## src/rtl/dualshock_poller.sv

```systemverilog
// dualshock_poller: round-robin DualShock 2 poller. A byte-wide SPI master (mode 3,
// LSB first) that selects each pad in turn, sends 0x01 0x42 0x00..., decodes the
// reply ID and updates that pad's button / stick / mode / presence record.
// Build option: define DUALSHOCK_ANALOG_EN to clock 6 data bytes for analog IDs and
// capture the four stick axes; without it only 2 data bytes are clocked and the
// stick outputs are the constant centre value.
module dualshock_poller #(
    parameter int unsigned CLK_RATIO = 750,
    parameter int unsigned NUM_PADS  = 2,
    parameter int unsigned BYTE_GAP  = 2,
    parameter int unsigned FRAME_GAP = 8,
    localparam int unsigned PW = (NUM_PADS > 1) ? $clog2(NUM_PADS) : 1
) (
    input  logic                   clk,
    input  logic                   reset,
    input  logic                   enable,
    input  logic                   spi_miso,
    output logic                   spi_clk,
    output logic                   spi_mosi,
    output logic [NUM_PADS-1:0]    spi_cs,
    output logic                   data_valid,
    output logic [PW-1:0]          pad_index,
    output logic [NUM_PADS*16-1:0] buttons,
    output logic [NUM_PADS*32-1:0] sticks,
    output logic [NUM_PADS-1:0]    analog,
    output logic [NUM_PADS-1:0]    present
);

    localparam int unsigned HALF   = CLK_RATIO / 2;
    localparam int unsigned CW     = (HALF > 1) ? $clog2(HALF) : 1;
    localparam int unsigned GAP_H  = 2 * BYTE_GAP;
    localparam int unsigned WAIT_H = 2 * FRAME_GAP;
    localparam int unsigned HMAX   = (GAP_H > WAIT_H) ? ((GAP_H > 16) ? GAP_H : 16)
                                                      : ((WAIT_H > 16) ? WAIT_H : 16);
    localparam int unsigned HW     = $clog2(HMAX);
    localparam logic [31:0] STICK_IDLE = 32'h8080_8080;

    typedef enum logic [2:0] {
        IDLE,
        SELECT,
        XFER,
        GAP,
        DESELECT,
        UPDATE,
        FRAME_WAIT
    } state_t;

    state_t          state;
    logic [CW-1:0]   div_cnt;
    logic            tick;
    logic [HW-1:0]   hcnt;
    logic [PW-1:0]   pad_q;
    logic [3:0]      byte_idx;
    logic [2:0]      bit_q;
    logic [7:0]      rx_q;
    logic [7:0]      id_q;
    logic [7:0]      hdr_q;
    logic [7:0]      btn_lo;
    logic [7:0]      btn_hi;
`ifdef DUALSHOCK_ANALOG_EN
    logic [31:0]     stick_cap;
`endif

    logic [7:0]          tx_c;
    logic                long_c;
    logic [3:0]          last_idx_c;
    logic                hdr_ok_c;
    logic [NUM_PADS-1:0] select_c;

    // Free-running half-period divider; tick marks every SPI half period
    always_ff @(posedge clk or negedge reset) begin
        if (!reset) begin
            div_cnt <= '0;
        end else if (tick) begin
            div_cnt <= '0;
        end else begin
            div_cnt <= div_cnt + CW'(1);
        end
    end

    assign tick = (div_cnt == CW'(HALF - 1));

    // Command byte for the current position in the frame
    always_comb begin
        tx_c = 8'h00;
        if (byte_idx == 4'd0) begin
            tx_c = 8'h01;
        end else if (byte_idx == 4'd1) begin
            tx_c = 8'h42;
        end
    end

`ifdef DUALSHOCK_ANALOG_EN
    // IDs with a length nibble of 3 or more carry six data bytes, everything else two
    assign long_c = (id_q[3:0] >= 4'd3);
`else
    assign long_c = 1'b0;
`endif

    assign last_idx_c = long_c ? 4'd8 : 4'd4;
    assign hdr_ok_c   = (hdr_q == 8'h5A);
    assign select_c   = ~(NUM_PADS'(1) << pad_q);

    // Frame sequencer: chip select, SPI clock, MOSI shifting, MISO capture, record update
    always_ff @(posedge clk or negedge reset) begin
        if (!reset) begin
            state      <= IDLE;
            hcnt       <= '0;
            pad_q      <= '0;
            byte_idx   <= '0;
            bit_q      <= '0;
            rx_q       <= '0;
            id_q       <= '0;
            hdr_q      <= '0;
            btn_lo     <= 8'hFF;
            btn_hi     <= 8'hFF;
            spi_clk    <= 1'b1;
            spi_mosi   <= 1'b1;
            spi_cs     <= '1;
            data_valid <= 1'b0;
            pad_index  <= '0;
            buttons    <= '1;
            analog     <= '0;
            present    <= '0;
`ifdef DUALSHOCK_ANALOG_EN
            stick_cap  <= STICK_IDLE;
            sticks     <= {NUM_PADS{STICK_IDLE}};
`endif
        end else begin
            data_valid <= 1'b0;
            case (state)
                IDLE: begin
                    if (tick && enable) begin
                        state    <= SELECT;
                        hcnt     <= '0;
                        byte_idx <= '0;
                        spi_cs   <= select_c;
                    end
                end
                SELECT: begin
                    if (tick) begin
                        if (hcnt == HW'(1)) begin
                            state    <= XFER;
                            hcnt     <= '0;
                            spi_clk  <= 1'b0;
                            spi_mosi <= tx_c[0];
                            bit_q    <= 3'd1;
                        end else begin
                            hcnt <= hcnt + HW'(1);
                        end
                    end
                end
                XFER: begin
                    if (tick) begin
                        hcnt <= hcnt + HW'(1);
                        if (hcnt == HW'(15)) begin
                            // Half period after the 8th rising edge: byte is complete
                            hcnt     <= '0;
                            spi_mosi <= 1'b1;
                            case (byte_idx)
                                4'd1: id_q   <= rx_q;
                                4'd2: hdr_q  <= rx_q;
                                4'd3: btn_lo <= rx_q;
                                4'd4: btn_hi <= rx_q;
`ifdef DUALSHOCK_ANALOG_EN
                                4'd5: stick_cap[7:0]   <= rx_q;
                                4'd6: stick_cap[15:8]  <= rx_q;
                                4'd7: stick_cap[23:16] <= rx_q;
                                4'd8: stick_cap[31:24] <= rx_q;
`endif
                                default: ;
                            endcase
                            if ((byte_idx == 4'd2 && rx_q != 8'h5A) || byte_idx == last_idx_c) begin
                                state <= DESELECT;
                            end else begin
                                state    <= GAP;
                                byte_idx <= byte_idx + 4'd1;
                            end
                        end else if (hcnt[0]) begin
                            spi_clk  <= 1'b0;
                            spi_mosi <= tx_c[bit_q];
                            bit_q    <= bit_q + 3'd1;
                        end else begin
                            spi_clk <= 1'b1;
                            rx_q    <= {spi_miso, rx_q[7:1]};
                        end
                    end
                end
                GAP: begin
                    if (tick) begin
                        if (hcnt == HW'(GAP_H - 1)) begin
                            state    <= XFER;
                            hcnt     <= '0;
                            spi_clk  <= 1'b0;
                            spi_mosi <= tx_c[0];
                            bit_q    <= 3'd1;
                        end else begin
                            hcnt <= hcnt + HW'(1);
                        end
                    end
                end
                DESELECT: begin
                    // Trailing CS hold period, then release the pad
                    if (tick) begin
                        if (hcnt == HW'(1)) begin
                            state  <= UPDATE;
                            hcnt   <= '0;
                            spi_cs <= '1;
                        end else begin
                            hcnt <= hcnt + HW'(1);
                        end
                    end
                end
                UPDATE: begin
                    data_valid <= 1'b1;
                    pad_index  <= pad_q;
                    for (int p = 0; p < NUM_PADS; p++) begin
                        if (pad_q == PW'(p)) begin
                            present[p]         <= hdr_ok_c;
                            analog[p]          <= hdr_ok_c && (id_q == 8'h73);
                            buttons[p*16 +: 16] <= hdr_ok_c ? {btn_hi, btn_lo} : 16'hFFFF;
`ifdef DUALSHOCK_ANALOG_EN
                            sticks[p*32 +: 32]  <= (hdr_ok_c && long_c) ? stick_cap : STICK_IDLE;
`endif
                        end
                    end
                    if (pad_q == PW'(NUM_PADS - 1)) begin
                        pad_q <= '0;
                    end else begin
                        pad_q <= pad_q + PW'(1);
                    end
                    state <= FRAME_WAIT;
                    hcnt  <= '0;
                end
                FRAME_WAIT: begin
                    if (tick) begin
                        if (hcnt == HW'(WAIT_H - 1)) begin
                            state <= IDLE;
                            hcnt  <= '0;
                        end else begin
                            hcnt <= hcnt + HW'(1);
                        end
                    end
                end
                default: begin
                    state <= IDLE;
                end
            endcase
        end
    end

`ifndef DUALSHOCK_ANALOG_EN
    // Without stick capture the axes always read centred
    assign sticks = {NUM_PADS{STICK_IDLE}};
`endif

endmodule

```

## config.mk

```make
export PLATFORM = sky130hd
export DESIGN_NAME = dualshock_poller
export DESIGN_NICKNAME = d
export VERILOG_FILES = /design/src/rtl/dualshock_poller.sv
export SDC_FILE = /design/constraint.sdc
export NUM_CORES = 1
export LEC_CHECK = 0
export CAP_MARGIN = 20
export CELL_PAD_IN_SITES_DETAIL_PLACEMENT = 0
export CELL_PAD_IN_SITES_GLOBAL_PLACEMENT = 2
export CORE_MARGIN = 2
export CORE_UTILIZATION = 36
export CTS_BUF_LIST = sky130_fd_sc_hd__clkbuf_4 sky130_fd_sc_hd__clkbuf_8
export DETAILED_ROUTE_END_ITERATION = 8
export GPL_TIMING_DRIVEN = 0
export PLACE_DENSITY = 0.9
export SYNTH_ARGS = -nofsm -noshare
export SYNTH_HDL_FRONTEND = slang
export SYNTH_SLANG_ARGS = --single-unit
```

## constraint.sdc

```tcl
create_clock -name clk -period 4.5 [get_ports clk]
set_clock_uncertainty 0.15 [all_clocks]
set_input_delay 0.9 -clock clk [delete_from_list [all_inputs] [get_ports clk]]
set_output_delay 0.9 -clock clk [all_outputs]
set_load 0.005 [all_outputs]
```

# --- Word level (Yosys, flattened, before mapping) ---
# Cells that the tools add are included.
totals:
  register_bits: 106
  input_bits: 4
  output_inout_bits: 106
  wordCells: 154
op_classes:
  n_addsub: 5
  n_lt_le_gt_ge: 1
  n_eq_ne: 34
  n_shift: 1
  muxes: 61
  n_bitwise: 4
  n_reduce_logical: 26
ops:
  columns: ["op", "n"]
  rows:
  - ["2-to-1 mux 3 bit", 19]
  - ["2-to-1 mux 4 bit", 10]
  - ["!= test 2 bit, second input constant", 14]
  - ["AND reduction 4 bit", 6]
  - ["one-hot mux 3 bit (7 select lines)", 1]
  - ["one-hot mux 4 bit (5 select lines)", 1]
  - ["2-to-1 mux 1 bit", 17]
  - ["equality test 8 x 7 -> 1 bit, second input constant", 2]
  - ["2-to-1 mux 16 bit", 1]
  - ["AND reduction 7 bit", 2]
  - ["equality test 4 x 2 -> 1 bit, second input constant", 3]
  - ["AND reduction 11 bit", 1]
  - ["AND reduction 5 bit", 2]
  - ["adder 9 x 1 -> 9 bit, second input constant", 1]
  - ["equality test 3 bit, second input constant", 3]
  - ["equality test 9 bit, second input constant", 1]
  - ["2-to-1 mux 9 bit", 1]
  - ["one-hot mux 3 bit (3 select lines)", 1]
  - ["adder 4 x 1 -> 4 bit, second input constant", 2]
  - ["equality test 4 x 1 -> 1 bit, second input constant", 2]
  - ["2-to-1 mux 8 bit", 1]
  - ["!= test 8 x 7 -> 1 bit, second input constant", 1]
  - ["one-hot mux 4 bit (2 select lines)", 1]
  - ["AND reduction 8 bit", 1]
  - ["other kinds (26)", 38]

# --- Longest topological paths before layout ---
# Gate-level depths: netlist (run 1).
logic_depth:
  word_depth: 9
  depth_mapped: 8
  depth_no_buf: 7

# --- Worst setup path after synthesis (run 1) ---
# Ideal clock, no wire load.
synth_timing:
  path_type: "input port to flip-flop"
  startpoint: "in enable"
  endpoint: "reg hcnt[3]"
  setup_ps: 124
  arrival_ps: 1873
  required_time_ps: 4226
  setup_slack_ps: 2353
  path_stages: 5
  n_path_buf: 0
  cell_sequence: "or3_1 -> a41o_1 -> o211ai_2 -> nor4_1 -> a211o_1"
synth_between:
  elab_chain_len: 3
synth_rtl:
  columns: ["item", "line_no", "text"]
  rows:
  - ["start: declaration", "16", "input logic enable,"]
  - ["logical AND 1 bit", "133", "if (tick && enable) begin"]
  - ["!= test 2 bit (no line)", null, null]
  - ["AND reduction 5 bit (no line)", null, null]
  - ["end signal: assignment", "149", "hcnt <= hcnt + HW'(1);"]
  - ["end signal: assignment", "155", "hcnt <= hcnt + HW'(1);"]
  - ["end signal: assignment", "198", "hcnt <= hcnt + HW'(1);"]
  - ["end: declaration", "51", "logic [HW-1:0] hcnt;"]
# Every way passes these cells.
# A chain may end at the register's enable or synchronous reset.

# --- Worst setup path after layout (run 1) ---
layout_timing:
  startpoint: "reg state[1]"
  endpoint: "reg rx_q[5]"
layout_between:
  elab_chain_len: 2
layout_rtl:
  columns: ["item", "line_no", "text"]
  rows:
  - ["start: declaration", "48", "state_t state;"]
  - ["start signal: assignment", "107", "state <= IDLE;"]
  - ["start signal: assignment", "134", "state <= SELECT;"]
  - ["start signal: assignment", "143", "state <= XFER;"]
  - ["equality test 3 x 2 -> 1 bit", "131", "case (state)"]
  - ["AND reduction 4 bit (no line)", null, null]
  - ["end signal: assignment", "185", "rx_q <= {spi_miso, rx_q[7:1]};"]
  - ["end: declaration", "55", "logic [7:0] rx_q;"]
# Every way passes these cells.

==> results of run 1 <==
## routing by layer
metal,vias to the layer above,GRT usage [%]
met5,-,0
met4,0,5.16
met3,7,2.28
met2,111,23.0
met1,1801,19.1
li1,1820,-
## registers in the layout, indices dropped and copies added (netlist names)
name        count
analog          2
bit_q           3
btn_hi          8
btn_lo          8
buttons        32
byte_idx        4
data_valid      1
div_cnt         9
hcnt            4
hdr_q           8
id_q            8
pad_index       1
pad_q           1
present         2
rx_q            8
spi_clk         1
spi_cs          2
spi_mosi        1
state           3
## cells in the mapped netlist (3+ instances only)
cell type and n:
a21o_1 5, a21oi_1 9, a31oi_1 4, and3_1 7
buf_2 5, buf_4 65, clkbuf_1 14, dfrtp_1 54
dfstp_2 52, ha_1 9, inv_1 9, mux2_2 42
nand2_1 56, nand3_1 12, nand4_1 4, nor2_1 33
nor3_1 4, nor4bb_1 4, o211ai_1 3, o21ai_0 53
xnor2_1 4
## cell type report
type                    instances  area share [%]
clock inverters                 6            1.08
repair buffers                 46            7.45
flip-flops and latches        106            42.6
well taps                     184            3.61
multi-input cells             356            33.7
plain buffers                  84            8.86
clock buffers                  10            2.16
inverters                       9           0.529
## through the flow
step,power (W),TNS [ps]
floorplan,0.00103,0
global placement,0.00105,-87430
detailed placement,0.00105,0
CTS,0.00167,0
global route,0.00172,0
finish,0.00165,0
## cell families (layout without fill, tap and decap cells)
logic type               Yosys count  in the layout  synth area share, %
XOR/XNOR                           5              5                0.836
other                              2             64                0.143
AO/OA/AOI/OAI                     90             90                 10.2
adder cells (fa/ha/maj)            9              9                 2.15
flip-flops                       106            106                 51.9
buffers and inverters             93            155                 11.4
AND/OR/NAND/NOR                  144            144                 14.0
multiplexers                      44             44                 9.41
## path summary, 6_finish.rpt
check                                 from         end  slack, ps  cells after the start
worst max-delay path              state[1]     rx_q[5]       1970                      4
worst min-delay path            div_cnt[0]  div_cnt[0]        330                      1
worst max register to register    state[1]     rx_q[5]       1970                      4
worst min register to register  div_cnt[0]  div_cnt[0]        330                      1
max in group asynchronous            reset   btn_lo[6]       3060                      2
min in group asynchronous            reset     hcnt[1]        390                      1
## worst max-delay path, delay by kind of cell (launching register included)
kind	cells	cell delay (ps)
AND/OR/NAND/NOR	2	1050
flip-flops	1	460
multiplexers	1	410
buffers and inverters	1	350
## power groups by stage
| stage | clock [W] | combinational, W | sequential [W] |
|---|---|---|---|
| CTS | 0.000632 | 0.0000811 | 0.000957 |
| finish | 0.000616 | 0.0000817 | 0.000957 |
| global route | 0.000675 | 0.0000925 | 0.000957 |
| floorplan | 0 | 0.0000538 | 0.000973 |
| detailed placement | 0 | 0.0000812 | 0.000973 |
| global placement | 0 | 0.0000773 | 0.000973 |
==> impl_metrics.ini, run 1 <==
[outcome]
status = finished, final reports clean

[floorplan]
rows = 44
core_um2 = 14400
num_io_pins = 110
die_area_um2 = 15500
initial_utilization_pct = 36.5
dieWidth_um = 125
die_y_um = 125

[sta]
fin_crit_sh_pct = 56.3
worst_slack_ps = 1970
hold_ws_ps = 327
max_freq_mhz = 395
setup_viol = 0
period_minus_slack_ps = 2530
maxSlewViolCount = 0
tightest_slew_ps = 753
slew-limit-headroom_pct = 49.5
hold_viol_final = 0
rsz0062_at_grt = no

[synth]
synth_area_per_cell_um2 = 10.6
synth_top_area_share_pct = 26.1
yosysTopAreaCell = dfstp_2
yosysUniqueCellTypes = 55
seq_area_frac_synth_pct = 51.9
yosys_warnings = 0
synth_cells = 493
synth-seq-cells = 106
ys_top_cells_by_area = dfstp_2 26%, dfrtp_1 26%, buf_4 9.3%
netlist_area_um2 = 5240
synth_ff_type = dfrtp_1
async_flop_share_pct = 100
synth_edf_count = 0

[clock_network]
clock-sinks = 106
clk_path_buf_depth = 2
clk_pin_slew_worst_paths_ps = 100
clk_latency_ps = 370
cts-root-buf = clkbuf_8
postCtsHoldBufs = 0
cts_tree = yes
htreeDepth = 3
cts_resized = 0
cts_setup_buffers = 0
cts_inserted_buffers = 9

[cells_and_area]
multi_input_area_um2 = 2150
mostFrequentLayoutCells = 66 x buf_4, 64 x conb_1, 56 x nand2_1
drive_above_1_share_pct = 30.3
nFillCells = 1351
fin_nets = 625
synthToLayoutAreaGrowth_pct = 21.9
seq_area_um2 = 2720
final_area_um2 = 6380
finalNonFillerCells = 801
diodes = 0
final_util_pct = 44.4
layout_commonest_cell = buf_4

[route]
met3_length_um = 495
wire_per_inst_um = 13.5
avgViaCountPerCell = 4.67
antenna_left = 0
firstDrtPassIters = 4
drt_wl_total_mm = 10.8
num_vias = 3739
drt-met1-wl_mm = 5.13
drcViolationCount = 0
highest_layer = met4
wl_met2_mm = 5.07
first_iter_violations = 260

[power]
power_density_nw_per_um2 = 259
ir_drop_mv = 0.167
clockPowerShare_pct = 37.2
p_sw_share_pct = 22.9
share_seq_of_total_power_pct = 57.8
switchingPower_w = 0.000378
combPwrFrac_pct = 4.9
p_leak_nw = 2.95
internal-power_w = 0.00128

[worst_setup_path]
path_class = register to register
worstPathRequired_ps = 4610
cp-start-kind = register
path_cells = clkbuf_1, nand2_1, nor4b_4, mux2_2
worstSetupEndpointType = register
slowest_stage = nor4b_4
max_stage_delay_ps = 710
path_max_fanout = 10
cp.arrival_ps = 2640

[global_route]
grt_pass1_vias = 3652
grt_max_degree = 58
grt_usage_pct = 14.2
antenna_found_initial = 0
overflow = 0
grt_first_pass_wirelength_mm = 18.2

[placement]
postPlaceCellArea_um2 = 6180
dpl.hpwl_mm = 7.74
place_congestion = 0.825
pre_cts_slack_ps = 1690
port_buffers = 45
dp.cells = 785

[flow_run]
maxCapViolCount = 0

[min_path]
hold_path.class = register to register
(Power assumes the default switching activity.)
==> run 2, diff against run 1 <==
--- a/config.mk
+++ b/config.mk
@@ -9,11 +9,11 @@
 export CELL_PAD_IN_SITES_DETAIL_PLACEMENT = 0
 export CELL_PAD_IN_SITES_GLOBAL_PLACEMENT = 2
 export CORE_MARGIN = 2
-export CORE_UTILIZATION = 36
+export CORE_UTILIZATION = 30
 export CTS_BUF_LIST = sky130_fd_sc_hd__clkbuf_4 sky130_fd_sc_hd__clkbuf_8
 export DETAILED_ROUTE_END_ITERATION = 8
 export GPL_TIMING_DRIVEN = 0
-export PLACE_DENSITY = 0.9
+export PLACE_DENSITY = 0.81
 export SYNTH_ARGS = -nofsm -noshare
 export SYNTH_HDL_FRONTEND = slang
 export SYNTH_SLANG_ARGS = --single-unit
==> constraint.sdc (replaced) <==
create_clock -name clk -period 2.2 [get_ports clk]
set_clock_uncertainty 0.15 [all_clocks]
set_input_delay 0.44 -clock clk [delete_from_list [all_inputs] [get_ports clk]]
set_output_delay 0.44 -clock clk [all_outputs]
set_load 0.005 [all_outputs]
==> impl_metrics.ini, run 2 (same netlist as run 1, synthesis figures left out) <==
[power]
p_leak_nw = 3.02
ir_drop_mv = 0.283
power_density_nw_per_um2 = 501

[global_route]
grt_pass1_vias = 3500
antenna_found_initial = 0
grt_first_pass_wirelength_mm = 17.7
grt_usage_pct = 12.1
overflow = 0
grt_max_degree = 55

[route]
avgViaCountPerCell = 4.35
met3_length_um = 500
drcViolationCount = 0
first_iter_violations = 150
wl_met2_mm = 5.23
highest_layer = met4
num_vias = 3705
firstDrtPassIters = 4
wire_per_inst_um = 12.8
drt-met1-wl_mm = 5.08
drt_wl_total_mm = 10.9
antenna_left = 0

[sta]
tightest_slew_ps = 685
maxSlewViolCount = 0
fin_crit_sh_pct = 98.9
slew-limit-headroom_pct = 54.3
period_minus_slack_ps = 2180
setup_viol = 0
hold_viol_final = 0
rsz0062_at_grt = yes
max_freq_mhz = 460

[floorplan]
rows = 48
num_io_pins = 110
dieWidth_um = 136
die_y_um = 136
initial_utilization_pct = 30.5
core_um2 = 17200
die_area_um2 = 18500

[cells_and_area]
synthToLayoutAreaGrowth_pct = 25.1
layout_commonest_cell = buf_4
final_util_pct = 38.1
top_register = buttons
largest_reg_flops = 32
final_area_um2 = 6550
drive_above_1_share_pct = 32.9
mostFrequentLayoutCells = 74 x buf_4, 64 x conb_1, 55 x nand2_1
largestRegisters = buttons x32, div_cnt x9
fin_nets = 634
diodes = 0

[outcome]
status = finished, final reports clean

[worst_setup_path]
cp-start-kind = register
cp.arrival_ps = 2320
worstSetupEndpointType = register
startpoint = div_cnt[7]
path_class = register to register
worstPathRequired_ps = 2350
critical_path.top_delay_family = simple AND/OR/NAND/NOR gates
max_stage_delay_ps = 430
r2r-end = btn_hi[3]
r2r_start = div_cnt[7]
slowest_stage = dfrtp_1
cp-endpoint = btn_hi[3]
ff2ff_setup_slack_ps = 20
path_max_fanout = 8
path_cells = and4bb_2, nand4_1, buf_4, nor3_4, mux2_2
path_buf_inv = 1
cp_num_cells = 5
ff2ff_path_depth = 5

[clock_network]
cts-root-buf = clkbuf_8
clock-sinks = 106
clk_pin_slew_worst_paths_ps = 110
cts_inserted_buffers = 9
clk_latency_ps = 370
cts_tree = yes
htreeDepth = 3
clk_path_buf_depth = 2

[placement]
port_buffers = 45
place_congestion = 0.778
dpl.hpwl_mm = 8.12
postPlaceCellArea_um2 = 6230

[min_path]
hold_path.class = register to register

[flow_run]
maxCapViolCount = 0
run 2: how the worst min path moves through the flow:
stage               slack [ps]        start  depth (start not counted)           to
finish                     330  buttons[31]                          2  buttons[31]
floorplan                   -6        reset                          0    analog[0]
global route               350  buttons[24]                          2  buttons[24]
global placement           310        pad_q                          1    spi_cs[1]
detailed placement         320   present[0]                          2   present[0]
CTS                        340   div_cnt[8]                          1   div_cnt[8]
run 2: area by class of cell:
cell class	instances	area, um2
Multi-Input combinational cell	356	2190
Inverter	9	33.8
Clock inverter	6	51.3
Buffer	84	577
Fill cell	1725	10600
Clock buffer	10	138
Sequential cell	106	2720
Tap cell	225	282
Timing Repair Buffer	55	558
run 2: power by group:
part           leakage, nW  total, W  switching, W  internal (W)
Clock                0.100   0.00115      0.000689      0.000466
Combinational         1.67  0.000170     0.0000823     0.0000873
Sequential            1.26   0.00196    0.00000125       0.00196
run 2: layer usage:
layer	GRT usage (%)	vias to the layer above
met5	0	-
met4	3.99	0
met3	2.05	6
met2	19.9	95
met1	16.1	1773
li1	-	1831
run 2: tightest hold or removal path, stage by stage, from the launching register on:
cell	delay (ps)
dfstp_2	380
nand2_1	40
o21ai_0	60
run 2: what timing repair did:
action,4_1_cts,5_1_grt
hold buffers,1,0
endpoints found under the setup margin,36,34
hold endpoints to repair,33,0
buffers inserted,3,5
resized for setup,8,10
pin swaps,3,3
run 2: through the flow:
step	worst slack (ps)	cells	power, W	hold WS (ps)	TNS, ps
3_5_place_dp	-260	826	0.00216	319	-3880
6_report	24.0	851	0.00328	334	0
4_1_cts	-25.9	846	0.00333	337	-282
2_1_floorplan	122	555	0.00210	-5.59	0
5_1_grt	-18.4	851	0.00344	355	-85.1
3_3_place_gp	-3220	825	0.00215	306	-280520
